### config.mk
export PLATFORM = sky130hd
export DESIGN_NAME = enc8to3_seq_flat
export DESIGN_NICKNAME = d
export VERILOG_FILES = /design/src/rtl/enc_pkg.sv /design/src/rtl/enc8to3_seq_if.sv /design/src/rtl/prienc8to3.sv /design/src/rtl/enc8to3_seq.sv /design/src/flat_wrapper.sv
export SDC_FILE = /design/constraint.sdc
export NUM_CORES = 1
export LEC_CHECK = 0
export CORE_MARGIN = 8
export CORE_UTILIZATION = 49
export DETAILED_ROUTE_END_ITERATION = 12
export PLACE_DENSITY = 0.78
export RECOVER_POWER = 50
export SYNTH_ARGS = -nofsm -noshare
export SYNTH_HDL_FRONTEND = slang
export SYNTH_SLANG_ARGS = --single-unit
### constraint.sdc
create_clock -name clk -period 2.9 [get_ports clk]
set_input_delay 0.725 -clock clk [delete_from_list [all_inputs] [get_ports clk]]
set_output_delay 0.725 -clock clk [all_outputs]
set_load 0.02 [all_outputs]
### src/rtl/enc_pkg.sv
// Shared types, widths and helpers for the sequential 8-to-3 encoder.
// Holds the FSM state encoding and a popcount helper used at accept time.
package enc_pkg;

   localparam int REQ_W  = 8;
   localparam int CODE_W = 3;
   localparam int CNT_W  = 4;

   typedef enum logic {
      ST_IDLE  = 1'b0,
      ST_SERVE = 1'b1
   } state_e;

   function automatic logic [CNT_W-1:0] popcnt(
      input logic [REQ_W-1:0] v
   );
      logic [CNT_W-1:0] n;
      n = '0;
      for (int i = 0; i < REQ_W; i++) begin
         n = n + {{(CNT_W-1){1'b0}}, v[i]};
      end
      return n;
   endfunction

endpackage

### src/rtl/enc8to3_seq_if.sv
// Handshake bundle for enc8to3_seq: request side (in_*, req) and code side
// (out_*, err_zero). slave = encoder view, master = producer/consumer view.
interface enc8to3_seq_if;
   import enc_pkg::*;

   logic              in_valid;
   logic              in_ready;
   logic [REQ_W-1:0]  req;
   logic              out_valid;
   logic              out_ready;
   logic [CODE_W-1:0] out_code;
   logic              out_last;
   logic [CNT_W-1:0]  out_cnt;
   logic              err_zero;

   modport slave (
      input  in_valid, req, out_ready,
      output in_ready, out_valid, out_code, out_last, out_cnt, err_zero
   );

   modport master (
      output in_valid, req, out_ready,
      input  in_ready, out_valid, out_code, out_last, out_cnt, err_zero
   );

endinterface

### src/rtl/prienc8to3.sv
// Combinational lowest-index priority encoder over the pending vector.
// Ports: pend in; code (lowest set index), any (nonzero), one_hot out.
module prienc8to3
   import enc_pkg::*;
(
   input  logic [REQ_W-1:0]  pend,
   output logic [CODE_W-1:0] code,
   output logic              any,
   output logic              one_hot
);

   always_comb begin
      code = '0;
      priority case (1'b1)
         pend[0]: code = 3'd0;
         pend[1]: code = 3'd1;
         pend[2]: code = 3'd2;
         pend[3]: code = 3'd3;
         pend[4]: code = 3'd4;
         pend[5]: code = 3'd5;
         pend[6]: code = 3'd6;
         pend[7]: code = 3'd7;
         default: code = 3'd0;
      endcase
   end

   assign any = |pend;

   // Clearing the lowest set bit leaves zero only for a single-bit vector.
   assign one_hot = any && ((pend & (pend - 8'd1)) == '0);

endmodule

### src/rtl/enc8to3_seq.sv
// Sequential 8-to-3 encoder: accepts a multi-hot vector, then emits the
// index of each set bit lowest first. Ports: clk, rst_n, bus (slave).
module enc8to3_seq
   import enc_pkg::*;
(
   input  logic         clk,
   input  logic         rst_n,
   enc8to3_seq_if.slave bus
);

   state_e            state_q, state_d;
   logic [REQ_W-1:0]  pend_q, pend_d;
   logic [CNT_W-1:0]  cnt_q, cnt_d;
   logic              err_q, err_d;

   logic [CODE_W-1:0] code;
   logic              any;
   logic              one_hot;
   logic              out_valid;
   logic              in_ready;

   prienc8to3 u_pri (
      .pend    (pend_q),
      .code    (code),
      .any     (any),
      .one_hot (one_hot)
   );

   assign in_ready  = (state_q == ST_IDLE);
   assign out_valid = (state_q == ST_SERVE) && any;

   always_comb begin
      state_d = state_q;
      pend_d  = pend_q;
      cnt_d   = cnt_q;
      err_d   = 1'b0;
      unique case (state_q)
         ST_IDLE: begin
            if (bus.in_valid) begin
               if (bus.req != '0) begin
                  pend_d  = bus.req;
                  cnt_d   = popcnt(bus.req);
                  state_d = ST_SERVE;
               end else begin
                  err_d = 1'b1;
               end
            end
         end
         ST_SERVE: begin
            if (out_valid && bus.out_ready) begin
               pend_d[code] = 1'b0;
               if (one_hot) begin
                  state_d = ST_IDLE;
               end
            end
         end
         default: state_d = ST_IDLE;
      endcase
   end

   always_ff @(posedge clk or negedge rst_n) begin
      if (!rst_n) begin
         state_q <= ST_IDLE;
         pend_q  <= '0;
         cnt_q   <= '0;
         err_q   <= 1'b0;
      end else begin
         state_q <= state_d;
         pend_q  <= pend_d;
         cnt_q   <= cnt_d;
         err_q   <= err_d;
      end
   end

   assign bus.in_ready  = in_ready;
   assign bus.out_valid = out_valid;
   assign bus.out_code  = code;
   assign bus.out_last  = out_valid && one_hot;
   assign bus.out_cnt   = cnt_q;
   assign bus.err_zero  = err_q;

endmodule

### src/flat_wrapper.sv
// flat-port wrapper written by rule: the top's interface ports become plain ports
module enc8to3_seq_flat import enc_pkg::*;
  (clk, rst_n, bus_in_valid, bus_req, bus_out_ready, bus_in_ready, bus_out_valid, bus_out_code, bus_out_last, bus_out_cnt, bus_err_zero);
  enc8to3_seq_if bus_i ();
  input  logic clk;
  input  logic rst_n;
  input wire logic [$bits(bus_i.in_valid)-1:0] bus_in_valid;
  input wire logic [$bits(bus_i.req)-1:0] bus_req;
  input wire logic [$bits(bus_i.out_ready)-1:0] bus_out_ready;
  output wire logic [$bits(bus_i.in_ready)-1:0] bus_in_ready;
  output wire logic [$bits(bus_i.out_valid)-1:0] bus_out_valid;
  output wire logic [$bits(bus_i.out_code)-1:0] bus_out_code;
  output wire logic [$bits(bus_i.out_last)-1:0] bus_out_last;
  output wire logic [$bits(bus_i.out_cnt)-1:0] bus_out_cnt;
  output wire logic [$bits(bus_i.err_zero)-1:0] bus_err_zero;
  assign bus_i.in_valid = bus_in_valid;
  assign bus_i.req = bus_req;
  assign bus_i.out_ready = bus_out_ready;
  assign bus_in_ready = bus_i.in_ready;
  assign bus_out_valid = bus_i.out_valid;
  assign bus_out_code = bus_i.out_code;
  assign bus_out_last = bus_i.out_last;
  assign bus_out_cnt = bus_i.out_cnt;
  assign bus_err_zero = bus_i.err_zero;
  enc8to3_seq u_core (.clk(clk), .rst_n(rst_n), .bus(bus_i));
endmodule
==> impl_metrics.ini, run 1 <==
[clock_tree]
h-tree-depth = 1
cts_tree = yes
clk_path_buf_depth = 2
cts-root-buf = clkbuf_4
clk_pin_slew_ns = 0.09
cts_made_buffers = 3
holdBufCountCts = 0
insertion_delay_ns = 0.27
cts_sinks = 14

[worst_setup_path]
start_kind = input port
worst-endpoint-arrival_ns = 3.05
crit_path_max_fanout = 2
r2r_start = u_core.state_q$_DFF_PN0_
r2r-end = u_core.pend_q[7]$_DFFE_PN0P_
critPathMaxStageDelay_ns = 0.49
critical_path_class = in2reg
worstPathCellList = buf_8 > inv_8 > ha_4 > inv_2 > fa_1 > fa_1 > inv_1 > fa_2 > fa_2 > xnor2_1 > o21ai_1
critical_path_required_ns = 3.07
slowest_stage = fa_1
crit_path_end_kind = flip-flop
r2r_slack_ns = 1.06
rr_worst_depth = 4

[hold_path]
min-delay-start = u_core.bus.out_cnt[3]$_DFFE_PN0P_
hold_class = reg2reg
worstHoldEndpoint = u_core.bus.out_cnt[3]$_DFFE_PN0P_
hold_depth = 2

[floorplanning]
initial_core_util_pct = 51.7
die-area_mm2 = 0.00378
core_mm2 = 0.00196
die_w_um = 61.5
io_pins = 23
fp-row-count = 16
die_y_um = 61.5

[sta]
fin_crit_sh_pct = 99.4
min_period_ns = 2.88
setup_violations = 0
hold_violations = 0
fmax_ghz = 0.347
slew_headroom_pct = 55.8
rsz0062_at_grt = true
slew_violations = 0
tightest_slew_ns = 0.660
tns_ns = 0
whs_ns = 0.472
fin_skew_ns = 0.00136

[finish]
design_area_mm2 = 0.00143
final_cell_count_no_fill = 171
fin_nets = 165
diodes = 0
areaGrowthSynthToFinish_pct = 40.4
drive_above_1_share_pct = 24.3

[global_routing]
antenna_found_initial = 0
grt_use_met3_pct = 3.13
grt_pass1_vias = 974
grt_pass1_wl_mm = 4.62
track_usage_pct = 16.5
grt_use_met1_pct = 20.6
grt-ovfl-total = 0
globalRoute.busiestLayer = met2
grt_use_met2_pct = 25.1
grt_max_degree = 15

[synth]
synth.distinct_cells = 37
synth.avg_cell_area_um2 = 9.31
yosys_warnings = 0
synth_edf_count = 0
synthCells = 109
synthArstFlopShare_pct = 100
netlist_area_mm2 = 0.00101
seq_area_frac_synth_pct = 34.5
ys.flop_type = dfrtp_1
ys_seq_elements = 14
synth_nets = 129

[outcome]
status = finished clean

[power_and_ir_drop]
ir_drop_v = 0.000651
total_power_mw = 1.47
leakage_nw = 0.699
power.density_mw_per_mm2 = 1030

[placement]
port_buffers = 22
gp_routability_congestion = 0.837
place_area_mm2 = 0.00138
place_hpwl_mm = 2.11
dp.cells = 166

[detailed_routing]
via_count = 969
drt_iter0_markers = 33
ant_nets = 0
drt_pre_antenna_iters = 4
wirelength_mm = 2.73
routedWlPerCell_um = 15.9
drc = 0
via_per_inst = 5.67

[job]
cap_violations = 0
==> flip-flops by register name, summed over array words and instances (netlist names) <==
signal and flops:
u_core.state_q 1, u_core.pend_q 8, u_core.bus.out_cnt 4, u_core.bus.err_zero 1
==> per-layer routing <==
layer	part of all wire, %	wire length (um)
met4	2.2	60
met1	42	1140
met5	0	0
met2	51	1380
met3	5.0	135
==> critical path: cells and delay by family <==
family	cells	cell delay, ns
compound gates	1	0.07
buf+inv	4	0.20
fa+ha+maj	5	1.91
xor+xnor	1	0.16
==> worst max path at each step <==
stage | from | to | slack [ns]
after floorplan | bus_req[1] | u_core.bus.out_cnt[1]$_DFFE_PN0P_ | -0.1
after global placement | bus_req[1] | u_core.bus.out_cnt[2]$_DFFE_PN0P_ | -0.72
final | bus_req[1] | u_core.bus.out_cnt[2]$_DFFE_PN0P_ | 0.02
after global routing | bus_req[1] | u_core.bus.out_cnt[2]$_DFFE_PN0P_ | -0.05
after detailed placement | bus_req[1] | u_core.bus.out_cnt[2]$_DFFE_PN0P_ | -0.77
after CTS | bus_req[1] | u_core.bus.out_cnt[1]$_DFFE_PN0P_ | 0.002
==> cell usage in the layout (no fill, tap or decap), types with 2 or more instances in the layout <==
master	count
inv_1	9
inv_2	2
nand3_1	3
dfrtp_1	14
nand2b_1	2
clkdlybuf4s50_1	11
a22o_1	3
ha_1	3
dlygate4sd2_1	3
clkbuf_4	3
a21o_1	2
dlygate4sd3_1	5
o311a_1	3
a32o_1	2
a31oi_1	2
nand2_1	12
o21ai_0	8
a21oi_1	3
a221o_1	2
o211a_1	2
buf_4	16
fa_2	2
fa_1	2
nor2_1	4
==> where the power goes <==
part           internal (mW)  switching (mW)
clock                 0.0763          0.0638
sequential             0.270           0.104
combinational          0.474           0.482
==> cell families (layout without fill, tap and decap cells) <==
family                     count (synthesis)  after routing  share of synthesized area, %
and+or+nand+nor                           29             29                          14.3
AOI/OAI and AO/OA                         36             36                          28.4
adders and majority gates                  8              8                          12.8
xor gates and xnor gates                   2              2                          1.73
DFF                                       14             14                          34.5
buffers and inverters                     20             55                          8.26
==> cell type report <==
type | instances | area [um2]
clock buffers | 4 | 36.3
fillers | 170 | 537
multi-input cells | 75 | 606
flip-flops and latches | 14 | 350
well taps | 27 | 33.8
inverters | 13 | 61.3
repair buffers | 38 | 338
==> stage by stage <==
stage / setup slack (ns) / utilization [%]
after floorplan: -0.0992 / -
after global placement: -0.724 / 70.2
after detailed placement: -0.766 / 70.2
after CTS: 0.00151 / 72.3
after global routing: -0.0469 / 72.6
final: 0.0170 / 72.6
==> repair_timing <==
item | in CTS | in global routing
pin swaps | 2 | 4
hold endpoints to repair | 0 | 0
endpoints found under the setup margin | 7 | 4
gates resized for setup | 22 | 2
cloned | 0 | 0
buffers inserted | 0 | 1
==> cells in the mapped netlist, drive strengths merged (3+ instances only) <==
master | n | area, um2
ha | 4 | 50.1
dfrtp | 14 | 350
inv | 13 | 48.8
clkbuf | 5 | 18.8
a22o | 3 | 26.3
nor2 | 5 | 18.8
o311a | 3 | 30.0
a21oi | 3 | 15.0
nand3 | 3 | 15.0
o21ai | 9 | 45.0
fa | 4 | 80.1
nand2 | 12 | 45.0
Note: power is estimated with default switching activity, not from simulation.
==> run 2, diff against run 1 <==
--- a/config.mk
+++ b/config.mk
@@ -6,9 +6,11 @@
 export NUM_CORES = 1
 export LEC_CHECK = 0
 export CORE_MARGIN = 8
-export CORE_UTILIZATION = 49
+export CORE_UTILIZATION = 51
+export CTS_BUF_LIST = sky130_fd_sc_hd__clkbuf_4 sky130_fd_sc_hd__clkbuf_8
 export DETAILED_ROUTE_END_ITERATION = 12
-export PLACE_DENSITY = 0.78
+export GPL_ROUTABILITY_DRIVEN = 1
+export PLACE_DENSITY = 0.81
 export RECOVER_POWER = 50
 export SYNTH_ARGS = -nofsm -noshare
 export SYNTH_HDL_FRONTEND = slang
==> run 2 against run 1 <==
  * The run now ends with setup timing left
  * Worst setup slack worse by 0.028 ns
  * Maximum frequency down 0.96%
  * Register-to-register slack worse by 0.16 ns
  * Wire length up 10%
  * Sequential share of layout area down 0.79 points
  * Clock skew up 0.0053 ns
  * Die area down 2.9%
  * Total power up 7.2%
  * Critical path depth unchanged
  * Non-clock buffer count up 4
  * Clock power up 6%
  * Hold slack better by 0.0083 ns
  * Critical endpoint unchanged
==> impl_metrics.ini, run 2 (synthesis results as in run 1) <==
[sta]
fin_crit_sh_pct = 100
rsz0062_at_grt = true
slew_violations = 0
fin_ws_ns = -0.0111
hold_violations = 0
whs_ns = 0.480
tightest_slew_ns = 0.664
min_period_ns = 2.91
setup_violations = 1
fmax_ghz = 0.344
fin_skew_ns = 0.00662
slew_headroom_pct = 55.6

[detailed_routing]
ant_nets = 0
highest_layer = met4
via_count = 1040
wl_met1_mm = 1.16
routedWlPerCell_um = 17.2
drt_pre_antenna_iters = 4
via_per_inst = 5.94
drc = 0
wirelength_mm = 3.00
drt_iter0_markers = 96
wl_met3_um = 262
dr_wl_met2_mm = 1.57

[clock_tree]
clk_path_buf_depth = 2
cts_sinks = 14
clk_pin_slew_ns = 0.09
cts_made_buffers = 3
insertion_delay_ns = 0.28
cts-root-buf = clkbuf_4
cts_tree = yes
h-tree-depth = 1
holdBufCountCts = 0

[floorplanning]
core_mm2 = 0.00192
die-area_mm2 = 0.00367
die_y_um = 60.6
die_w_um = 60.6
fp-row-count = 16
io_pins = 23
initial_core_util_pct = 52.8

[power_and_ir_drop]
ir_drop_v = 0.000721
power.density_mw_per_mm2 = 1070
leakage_nw = 0.732

[global_routing]
grt-ovfl-total = 0
grt_pass1_vias = 1022
grt_max_degree = 15
track_usage_pct = 17.0
grt_pass1_wl_mm = 4.79
antenna_found_initial = 0

[worst_setup_path]
critical_path_required_ns = 3.11
crit_path_max_fanout = 2
crit_end = u_core.bus.out_cnt[2]$_DFFE_PN0P_
start_kind = input port
crit_path_end_kind = flip-flop
critical_path_class = in2reg
r2r_slack_ns = 0.90
r2r-end = u_core.state_q$_DFF_PN0_
r2r_start = u_core.pend_q[0]$_DFFE_PN0P_
worst-endpoint-arrival_ns = 3.12
critPathLaunch = bus_req[1]
rr_worst_depth = 8

[placement]
dp.cells = 168
port_buffers = 22
place_hpwl_mm = 2.22
gp_routability_congestion = 0.835

[hold_path]
hold_depth = 2
hold_class = reg2reg

[finish]
areaGrowthSynthToFinish_pct = 45.1
final_cell_count_no_fill = 175
final_cell_mix = 21 x buf_4, 14 x dfrtp_1, 12 x nand2_1
diodes = 0
fillCellCount = 139
multi_input_area_um2 = 614
fin_util_pct = 76.6
largest_register_ffs = 8
layout_commonest_cell = buf_4
drive_above_1_share_pct = 28.4
area.sequential_um2 = 350
max_flop_register = u_core.pend_q
fin_nets = 169

[outcome]
status = finished with violations
violations = setup timing

[job]
cap_violations = 0
[run 2: through the flow]
| step | instance area [um2] | setup slack (ns) | setup TNS (ns) | power (mW) |
|---|---|---|---|---|
| floorplan | 1040 | -0.0992 | -0.178 | 0.932 |
| global placement | 1390 | -0.719 | -2.29 | 1.32 |
| detailed placement | 1390 | -0.810 | -2.46 | 1.35 |
| CTS | 1450 | -0.0319 | -0.0319 | 1.52 |
| global route | 1470 | -0.0844 | -0.148 | 1.66 |
| finish | 1470 | -0.0111 | -0.0111 | 1.58 |
[run 2: cell type report]
type	count	area share, %
inverters	13	4.16
flip-flops and latches	14	23.8
clock buffers	4	2.46
multi-input cells	75	41.7
well taps	27	2.29
repair buffers	42	25.6
[run 2: worst min path at each step]
stage / from / endpoint / slack, ns
floorplan: rst_n / u_core.bus.err_zero$_DFF_PN0_ / 0.43
global placement: u_core.bus.out_cnt[3]$_DFFE_PN0P_ / u_core.bus.out_cnt[3]$_DFFE_PN0P_ / 0.45
detailed placement: u_core.bus.out_cnt[3]$_DFFE_PN0P_ / u_core.bus.out_cnt[3]$_DFFE_PN0P_ / 0.47
CTS: u_core.bus.out_cnt[3]$_DFFE_PN0P_ / u_core.bus.out_cnt[3]$_DFFE_PN0P_ / 0.49
global route: u_core.bus.out_cnt[3]$_DFFE_PN0P_ / u_core.bus.out_cnt[3]$_DFFE_PN0P_ / 0.52
finish: u_core.bus.out_cnt[3]$_DFFE_PN0P_ / u_core.bus.out_cnt[3]$_DFFE_PN0P_ / 0.48
[run 2: worst max-delay path: stages]
cell,delay (ns)
buf_8,0.09
inv_8,0.03
ha_4,0.24
inv_2,0.03
fa_1,0.44
fa_1,0.51
inv_2,0.05
fa_2,0.37
fa_2,0.37
xnor2_2,0.14
o21ai_1,0.13
[run 2: layer usage]
layer	vias to the layer above	GRT usage, %
met1	510	20.9
met3	2	4.45
li1	465	-
met4	0	4.32
met2	63	28.7
met5	-	0
[run 2: what timing repair did]
action / in CTS / in global routing
pin swaps: 2 / 1
setup endpoints to repair: 6 / 5
gates resized for setup: 23 / 6
buffers inserted: 1 / 2
[run 2: power by group]
group | switching [mW] | total [mW] | internal [mW] | leakage (nW)
Sequential | 0.0898 | 0.360 | 0.271 | 0.177
Combinational | 0.542 | 1.07 | 0.525 | 0.534
Clock | 0.0717 | 0.148 | 0.0763 | 0.0210
Total | 0.703 | 1.58 | 0.872 | 0.732
==> run 3, diff against run 2 <==
--- a/config.mk
+++ b/config.mk
@@ -6,11 +6,11 @@
 export NUM_CORES = 1
 export LEC_CHECK = 0
 export CORE_MARGIN = 8
-export CORE_UTILIZATION = 51
+export CORE_UTILIZATION = 55
 export CTS_BUF_LIST = sky130_fd_sc_hd__clkbuf_4 sky130_fd_sc_hd__clkbuf_8
 export DETAILED_ROUTE_END_ITERATION = 12
 export GPL_ROUTABILITY_DRIVEN = 1
-export PLACE_DENSITY = 0.81
+export PLACE_DENSITY = 0.86
 export RECOVER_POWER = 50
 export SYNTH_ARGS = -nofsm -noshare
 export SYNTH_HDL_FRONTEND = slang
==> constraint.sdc (replaced) <==
create_clock -name clk -period 3.5 [get_ports clk]
set_input_delay 0.875 -clock clk [delete_from_list [all_inputs] [get_ports clk]]
set_output_delay 0.875 -clock clk [all_outputs]
set_load 0.02 [all_outputs]
==> run 3 against run 2 <==
  * Clock skew down 0.0018 ns
  * The flow now finishes without violations
  * Critical path type unchanged
  * Hold slack gained 0.0055 ns
  * Sequential share of layout area is 2.7 points higher
  * Worst setup slack better by 0.12 ns
  * Count of clock-buffer cells in the layout is the same
==> impl_metrics.ini, run 3 (synthesis results as in run 1) <==
[outcome]
status = finished clean

[placement]
gp_routability_congestion = 0.828
place_hpwl_mm = 2.04
port_buffers = 22

[finish]
areaGrowthSynthToFinish_pct = 30.7
fillCellCount = 127
diodes = 0
layout_commonest_cell = clkdlybuf4s50_1
largest_register_ffs = 8
multi_input_area_um2 = 593
max_flop_register = u_core.pend_q
area.sequential_um2 = 352
drive_above_1_share_pct = 14.9
fin_nets = 155
final_cell_mix = 14 x clkdlybuf4s50_1, 13 x dfrtp_1, 12 x nand2_1

[worst_setup_path]
crit_path_max_fanout = 2
path_buf_inv = 3
path_depth = 9
crit_path_end_kind = flip-flop
r2r_slack_ns = 1.43
worstPathCellList = clkdlybuf4s50_1 > inv_1 > fa_1 > fa_1 > inv_2 > fa_2 > fa_2 > xnor2_2 > o21ai_1
critical_path_class = in2reg
cp_top_family = adder cells
crit_end = u_core.bus.out_cnt[2]$_DFFE_PN0P_
rr_worst_depth = 4
r2r_start = u_core.state_q$_DFF_PN0_
critical_path_required_ns = 3.68
slowest_stage = fa_1
critPathMaxStageDelay_ns = 0.53
worst-endpoint-arrival_ns = 3.56
start_kind = input port
critPathLaunch = bus_req[2]
r2r-end = u_core.pend_q[3]$_DFFE_PN0P_

[sta]
hold_violations = 0
rsz0062_at_grt = false
fin_skew_ns = 0.00487
fmax_ghz = 0.295
min_period_ns = 3.39
tightest_slew_ns = 0.678
slew_violations = 0
fin_crit_sh_pct = 96.8
tns_ns = 0
setup_violations = 0
slew_headroom_pct = 54.7
whs_ns = 0.486

[power_and_ir_drop]
power.density_mw_per_mm2 = 862
netSwitchingPower_mw = 0.519
intPower_mw = 0.624
leakage_nw = 0.660
ir_drop_v = 0.000542
seqPwrFrac_pct = 28.3
total_power_mw = 1.14
p_clk_share_pct = 10.4
p_comb_share_pct = 61.3
switching_share_pct = 45.4

[detailed_routing]
via_count = 939
routedWlPerCell_um = 17.0
drt_iter0_markers = 42
drc = 0
drt_pre_antenna_iters = 7
via_per_inst = 5.91
ant_nets = 0
wirelength_mm = 2.70

[clock_tree]
cts-root-buf = clkbuf_4
holdBufCountCts = 0
h-tree-depth = 1
clk_pin_slew_ns = 0.09
insertion_delay_ns = 0.28
cts_made_buffers = 3
cts_sinks = 14
clk_path_buf_depth = 2
cts_tree = yes

[global_routing]
antenna_found_initial = 0
grt_pass1_vias = 962
grt-ovfl-total = 0
grt_max_degree = 15
grt_pass1_wl_mm = 4.49
track_usage_pct = 16.7

[floorplanning]
die_y_um = 59.0
die-area_mm2 = 0.00348
core_mm2 = 0.00173
initial_core_util_pct = 58.8
io_pins = 23
die_w_um = 59.0
fp-row-count = 15

[hold_path]
hold_class = reg2reg
min-delay-start = u_core.bus.out_cnt[3]$_DFFE_PN0P_

[job]
cap_violations = 0
-- run 3: changes by cell type in the layout (fill, tap and decap cells not counted), moves of 2 or more --
cell and change:
buf_4 -15, clkdlybuf4s50_1 +3, inv_1 +3, buf_8 -2
-- run 3: final cells by class --
class	count	share of cell area [%]
timing repair buffer	28	20.0
tap	25	2.36
inverter	13	3.68
multi-input combinational	75	44.7
clock buffer	4	2.74
sequential	14	26.5
-- run 3: tightest hold or removal path: cells and delay by family (launching register included) --
kind | cells | cell delay (ns)
and+or+nand+nor | 2 | 0.10
DFF | 1 | 0.35
-- run 3: per-stage QoR --
| step | cells | worst slack [ns] | area, um2 | util [%] |
|---|---|---|---|---|
| floorplan | 109 | 0.239 | 1010 | - |
| global placement | 155 | -0.284 | 1280 | 73.9 |
| detailed placement | 155 | -0.489 | 1280 | 73.9 |
| CTS | 159 | 0.00753 | 1320 | 76.6 |
| global route | 159 | 0.0132 | 1330 | 76.8 |
| finish | 159 | 0.111 | 1330 | 76.8 |
-- run 3: worst min path at each step --
stage                                              to  cells past startpoint
floorplan                u_core.pend_q[6]$_DFFE_PN0P_                      1
global placement    u_core.bus.out_cnt[3]$_DFFE_PN0P_                      2
detailed placement  u_core.bus.out_cnt[3]$_DFFE_PN0P_                      2
CTS                 u_core.bus.out_cnt[3]$_DFFE_PN0P_                      2
global route        u_core.bus.out_cnt[3]$_DFFE_PN0P_                      2
finish              u_core.bus.out_cnt[3]$_DFFE_PN0P_                      2
-- run 3: power groups by stage --
| stage | Clock (mW) | Sequential [mW] | Combinational [mW] |
|---|---|---|---|
| finish | 0.119 | 0.324 | 0.701 |
| global route | 0.125 | 0.336 | 0.763 |
| CTS | 0.120 | 0.321 | 0.707 |
| detailed placement | 0 | 0.324 | 0.690 |
| global placement | 0 | 0.320 | 0.672 |
| floorplan | 0 | 0.285 | 0.484 |
-- run 3: timing repair --
| item | 4_1_cts | 5_1_grt |
|---|---|---|
| endpoints found under the setup margin | 2 | 2 |
| pin swaps | 7 | 2 |
| resized for setup | 8 | 2 |
| buffers inserted | 0 | 0 |
-- run 3: routing by layer --
metal | track usage, % | up-vias | part of all wire, %
met1 | 20.4 | 452 | 40
met3 | 5.00 | 4 | 5.8
met5 | 0 | - | 0
li1 | - | 440 | -
met2 | 28.2 | 43 | 53
met4 | 3.07 | 0 | 1.3
